===== config.mk =====
export PLATFORM = sky130hd
export DESIGN_NAME = snake_tile_renderer
export DESIGN_NICKNAME = d
export VERILOG_FILES = /design/src/rtl/snake_pkg.sv /design/src/rtl/tile_palette.sv /design/src/rtl/snake_tile_renderer.sv
export SDC_FILE = /design/constraint.sdc
export NUM_CORES = 1
export LEC_CHECK = 0
export CORE_UTILIZATION = 50
export CTS_CLUSTER_SIZE = 10
export DETAILED_ROUTE_END_ITERATION = 7
export PLACE_DENSITY_LB_ADDON = 0.08
export RECOVER_POWER = 25
export SLEW_MARGIN = 15
export SYNTH_ARGS = -nofsm -noshare
export SYNTH_HDL_FRONTEND = slang
export SYNTH_SLANG_ARGS = --single-unit

===== constraint.sdc =====
create_clock -name clk -period 2.8 [get_ports clk]
set_clock_uncertainty 0.1 [all_clocks]
set_input_delay 0.42 -clock clk [delete_from_list [all_inputs] [get_ports clk]]
set_output_delay 0.42 -clock clk [all_outputs]
set_load 0.03 [all_outputs]

===== src/rtl/snake_pkg.sv =====
// Shared board-state codes and default palette for the snake VGA tile renderer.
package snake_pkg;

   localparam int EMPTY      = 0;
   localparam int FOOD       = 1;
   localparam int BODY_FIRST = 2;
   localparam int BODY_LAST  = 5;
   localparam int HEAD_UP    = 6;
   localparam int HEAD_DOWN  = 7;
   localparam int HEAD_LEFT  = 8;
   localparam int HEAD_RIGHT = 9;

   localparam int STATE_W_DFLT = 4;
   localparam int EYE_IDX      = 2**STATE_W_DFLT - 1;

   localparam logic [11:0] DEFAULT_PAL [16] = '{
      12'hfff, 12'hf00, 12'hfc1, 12'hfc1, 12'hfc1, 12'hfc1, 12'habc, 12'habc,
      12'habc, 12'habc, 12'hfff, 12'hfff, 12'hfff, 12'hfff, 12'hfff, 12'h000
   };

   // The last entry of any palette depth is the eye colour; extra entries beyond 16 read as empty.
   function automatic logic [11:0] default_rgb(input int idx, input int depth);
      if (idx == depth - 1)
         return 12'h000;
      else if (idx < 16)
         return DEFAULT_PAL[idx];
      else
         return 12'hfff;
   endfunction

endpackage


===== src/rtl/tile_palette.sv =====
// Palette register file: one synchronous write port, one combinational read port
// that the caller registers; async active-low reset reloads the default colours.
module tile_palette
   import snake_pkg::*;
#(
   parameter int STATE_W = 4,
   parameter int COLOR_W = 12
) (
   input  logic               clk,
   input  logic               rst,
   input  logic               we,
   input  logic [STATE_W-1:0] waddr,
   input  logic [COLOR_W-1:0] wdata,
   input  logic [STATE_W-1:0] raddr,
   output logic [COLOR_W-1:0] rdata
);

   localparam int DEPTH = 2**STATE_W;

   logic [COLOR_W-1:0] mem [DEPTH];

   always_ff @(posedge clk or negedge rst) begin
      if (!rst) begin
         for (int i = 0; i < DEPTH; i++)
            mem[i] <= COLOR_W'(default_rgb(i, DEPTH));
      end else if (we) begin
         mem[waddr] <= wdata;
      end
   end

   // Read happens before the same-edge write lands, so collisions return the old colour.
   assign rdata = mem[raddr];

endmodule


===== src/rtl/snake_tile_renderer.sv =====
// Two-stage per-pixel tile renderer: S1 decodes the board code into a palette
// index, S2 looks the index up and registers the blanked RGB.
module snake_tile_renderer
   import snake_pkg::*;
#(
   parameter int TILE_LOG2  = 5,
   parameter int MARGIN     = 4,
   parameter int COLOR_W    = 12,
   parameter int STATE_W    = 4,
   parameter int XY_W       = 10,
   parameter int BLINK_LOG2 = 5
) (
   input  logic               clk,
   input  logic               rst,
   input  logic               in_valid,
   input  logic [STATE_W-1:0] blockState,
   input  logic [XY_W-1:0]    x_ptr,
   input  logic [XY_W-1:0]    y_ptr,
   input  logic               frame_start,
   input  logic               pal_we,
   input  logic [STATE_W-1:0] pal_addr,
   input  logic [COLOR_W-1:0] pal_data,
   output logic [COLOR_W-1:0] RGB,
   output logic               out_valid
);

   localparam logic [TILE_LOG2-1:0] M_LO    = TILE_LOG2'(MARGIN);
   localparam logic [TILE_LOG2-1:0] M_HI    = TILE_LOG2'(2**TILE_LOG2 - MARGIN);
   localparam logic [STATE_W-1:0]   EYE_SEL = STATE_W'(2**STATE_W - 1);

   logic [BLINK_LOG2-1:0] fcnt;
   logic                  blink;
   logic [TILE_LOG2-1:0]  lx, ly;
   logic [2:0]            cx, cy;
   logic                  food_in, gap, eye;
   logic [STATE_W-1:0]    sel;
   logic                  vld_p1;
   logic [STATE_W-1:0]    sel_p1;
   logic [COLOR_W-1:0]    pal_rdata;
   logic                  unused_hi;

   assign unused_hi = ^{x_ptr[XY_W-1:TILE_LOG2], y_ptr[XY_W-1:TILE_LOG2]};

   assign lx    = x_ptr[TILE_LOG2-1:0];
   assign ly    = y_ptr[TILE_LOG2-1:0];
   assign cx    = lx[TILE_LOG2-1 -: 3];
   assign cy    = ly[TILE_LOG2-1 -: 3];
   assign blink = fcnt[BLINK_LOG2-1];

   always_ff @(posedge clk or negedge rst) begin
      if (!rst)
         fcnt <= '0;
      else if (frame_start)
         fcnt <= fcnt + 1'b1;
   end

   assign food_in = (lx >= M_LO) && (lx < M_HI) && (ly >= M_LO) && (ly < M_HI);
   assign gap     = (lx == '0) || (ly == '0);

   always_comb begin
      eye = 1'b0;
      case (blockState)
         STATE_W'(HEAD_UP):    eye = (cy == 3'd1) && (cx == 3'd2 || cx == 3'd5);
         STATE_W'(HEAD_DOWN):  eye = (cy == 3'd6) && (cx == 3'd2 || cx == 3'd5);
         STATE_W'(HEAD_LEFT):  eye = (cx == 3'd1) && (cy == 3'd2 || cy == 3'd5);
         STATE_W'(HEAD_RIGHT): eye = (cx == 3'd6) && (cy == 3'd2 || cy == 3'd5);
         default:              eye = 1'b0;
      endcase
   end

   // Codes outside the known ranges fall through to the empty colour.
   always_comb begin
      sel = STATE_W'(EMPTY);
      if (blockState == STATE_W'(FOOD)) begin
         if (food_in && !blink)
            sel = STATE_W'(FOOD);
      end else if (blockState >= STATE_W'(BODY_FIRST) && blockState <= STATE_W'(BODY_LAST)) begin
         if (!gap)
            sel = blockState;
      end else if (blockState >= STATE_W'(HEAD_UP) && blockState <= STATE_W'(HEAD_RIGHT)) begin
         sel = eye ? EYE_SEL : blockState;
      end
   end

   // S1: valid and resolved palette index
   always_ff @(posedge clk or negedge rst) begin
      if (!rst)
         vld_p1 <= 1'b0;
      else
         vld_p1 <= in_valid;
   end

   always_ff @(posedge clk) begin
      sel_p1 <= sel;
   end

   tile_palette #(
      .STATE_W (STATE_W),
      .COLOR_W (COLOR_W)
   ) u_palette (
      .clk   (clk),
      .rst   (rst),
      .we    (pal_we),
      .waddr (pal_addr),
      .wdata (pal_data),
      .raddr (sel_p1),
      .rdata (pal_rdata)
   );

   // S2: palette lookup with blanking
   always_ff @(posedge clk or negedge rst) begin
      if (!rst) begin
         RGB       <= '0;
         out_valid <= 1'b0;
      end else begin
         RGB       <= vld_p1 ? pal_rdata : '0;
         out_valid <= vld_p1;
      end
   end

endmodule


==> flow_summary.toml <==
[yosys]
yosysWarnings = 0
ys_seq_area_share_pct = 55.5
syn_nets = 715
ys_types = 42
synth_async_sr_flop_share_pct = 98.1
netlist_instances = 669
yosys.area.top_type = "dfstp_2"
synth.most_common_cell = "mux2_2"
ys_ff_latch = 215
synth_top_area_share_pct = 34.9
synth_commonest_cells = "201 x mux2_2, 132 x dfstp_2, 79 x dfrtp_1"
netlist_area_um2 = 9950
synth_edf_count = 0
avgSynthCellArea_um2 = 14.9
synth_area_leaders = "dfstp_2 35%, mux2_2 23%, dfrtp_1 20%, mux4_2 7.2%, mux2i_1 2.0%"
synth_flop_cell = "dfstp_2"

[worst_hold_path]
holdCritPathClass = "in2async"

[setup_path]
slowest_delay_ps = 690
worstSetupPathType = "reg2reg"
cp_max_fo = 24
crit_arrival_ps = 2510
cp-end-kind = "flop"
path_delay_family = "multiplexers"
r2r-start = "sel_p1[0]$_DFF_P_"
startpoint = "sel_p1[0]$_DFF_P_"
critPathRequiredTime_ps = 3100
path_buf_inv = 1
start_kind = "flop"
path_cells = "buf_4, mux4_2, mux2_2, a32o_1"
crit_path_top_delay_cell = "dfxtp_4"

[timing]
setup_slack_ps = 585
fin_tns_setup_ps = 0
post-route-min-period_ps = 2220
finalSetupViolCount = 0
hold_ws_ps = 353
relSlewSlack_pct = 21.7
slew_violations = 0
hold_violations = 0
rsz0062_at_grt = "no"
worstMarginPinSlew_ps = 1180
fmax_mhz = 451
fin_crit_sh_pct = 79.1

[power]
power_w = 0.00926
total_leakage_power_nw = 4.57
vdd_ir_drop_max_v = 0.000483
p_per_area_nw_per_um2 = 795

[cells_and_area]
final_layout_size_suffix_gt1_share_pct = 58.3
nets = 779
synthToLayoutAreaGrowth_pct = 17.1
num_antenna_cells = 0
post-route-cell-area_um2 = 11600

[global_route]
grtUsageMet3_pct = 3.35
use_met2_pct = 38.9
grt_pass1_vias = 6284
grt_pass1_wl_um = 35900
grt_max_degree = 71
grt.overflow.total = 0
grt_util_met1_pct = 33.1
grt_antenna_before_repair = 0
top_usage_layer = "met2"
grt_usage_pct = 23.8

[clock_network]
cts_tree = "built"
clkLatencyLatePin_ps = 520
cts_root_buffer = "clkbuf_16"
cts_buffers = 26
clk_pin_slew_ps = 60
cts-resized-gates = 0
cts.sink_count = 215
cts-htree-levels = 1
clock_path_buffers = 3
post-cts-setup-buffers = 0

[detailed_routing]
drc = 0
drt_iter0_drc = 243
vias = 5887
avgViaCountPerCell = 5.78
ant_nets = 0
drtPass1Iterations = 4
wl_um = 22800
drt-wirelength-per-cell_um = 22.4

[placed_design]
portBuffers = 47
hpwl_um = 14400
place.gp.congestion = 0.778
place_area_um2 = 10900
pre_cts_slack_ps = 378

[run]
maxCapViolCount = 0

[floorplan]
fp.coreArea_um2 = 19500
die-area_um2 = 20500
fp.dieH_um = 143
fp-row-count = 51
initial_core_util_pct = 51.1
ioPinCount = 58
dieWidth_um = 143

[status]
status = "finished, final reports clean"
-- registers in the layout (all words and copies together), names as in the netlist --
signal	flops
sel_p1	4
u_palette.mem	192
RGB	12
fcnt	5
out_valid	1
vld_p1	1
-- metal layers --
layer,routed length (um),vias to the layer above
li1,-,2617
met1,10400,3115
met2,11000,121
met3,932,34
met4,512,0
met5,0,-
-- metrics by stage --
step / util (%) / cells
detailed placement: 55.9 / 969
global placement: 55.9 / 969
global route: 59.8 / 1018
floorplan: - / 669
CTS: 59.9 / 1018
finish: 59.8 / 1018
-- layout make-up --
class / count / area, um2
fill: 1523 / 7820
sequential: 215 / 5530
multi-input combinational: 406 / 4190
timing repair buffer: 84 / 815
clock buffer: 47 / 771
tap: 265 / 332
clock inverter: 1 / 8.76
-- layout by cell type (no fill, tap or decap), types with 5 or more instances in the layout --
master	count
mux2_2	201
o211ai_1	8
mux4_2	32
nor2b_1	11
o21ai_0	6
nand3b_1	5
or3b_2	5
dfrtp_1	79
buf_4	30
clkdlybuf4s50_1	44
dfstp_2	132
a22oi_1	8
mux2i_1	20
nand2b_1	11
clkbuf_16	27
nand2_1	16
a211oi_1	6
buf_12	5
nor2_1	16
a32o_1	6
clkbuf_1	18
-- where the power goes --
part,internal (W),switching (W),total (W)
registers,0.00415,0.000381,0.00453
logic,0.00103,0.000645,0.00167
clock network,0.00184,0.00122,0.00306
-- cells by family after synthesis --
| logic type | Yosys count | synth area share, % |
|---|---|---|
| adders and majority gates | 1 | 0.126 |
| xor gates and xnor gates | 5 | 0.440 |
| buffers and inverters | 48 | 2.31 |
| muxes | 257 | 32.5 |
| AOI/OAI and AO/OA | 55 | 4.21 |
| and+or+nand+nor | 88 | 4.89 |
| DFF | 215 | 55.5 |
-- path summary, 6_finish.rpt --
check	end	slack [ps]	cells past startpoint
setup / recovery	RGB[3]$_DFF_PN0_	580	4
hold / removal	u_palette.mem[147]$_DFFE_PN0P_	350	2
setup reg to reg	RGB[3]$_DFF_PN0_	580	4
hold reg to reg	fcnt[4]$_DFFE_PN0P_	370	1
max in group asynchronous	u_palette.mem[0]$_DFFE_PN0P_	720	3
min in group clk	fcnt[4]$_DFFE_PN0P_	370	1
-- what timing repair did --
action	in CTS	in global routing
endpoints found under the setup margin	0	0
hold endpoints to repair	23	0
hold buffers	1	0
No activity file was read; power rests on OpenSTA's default activity.
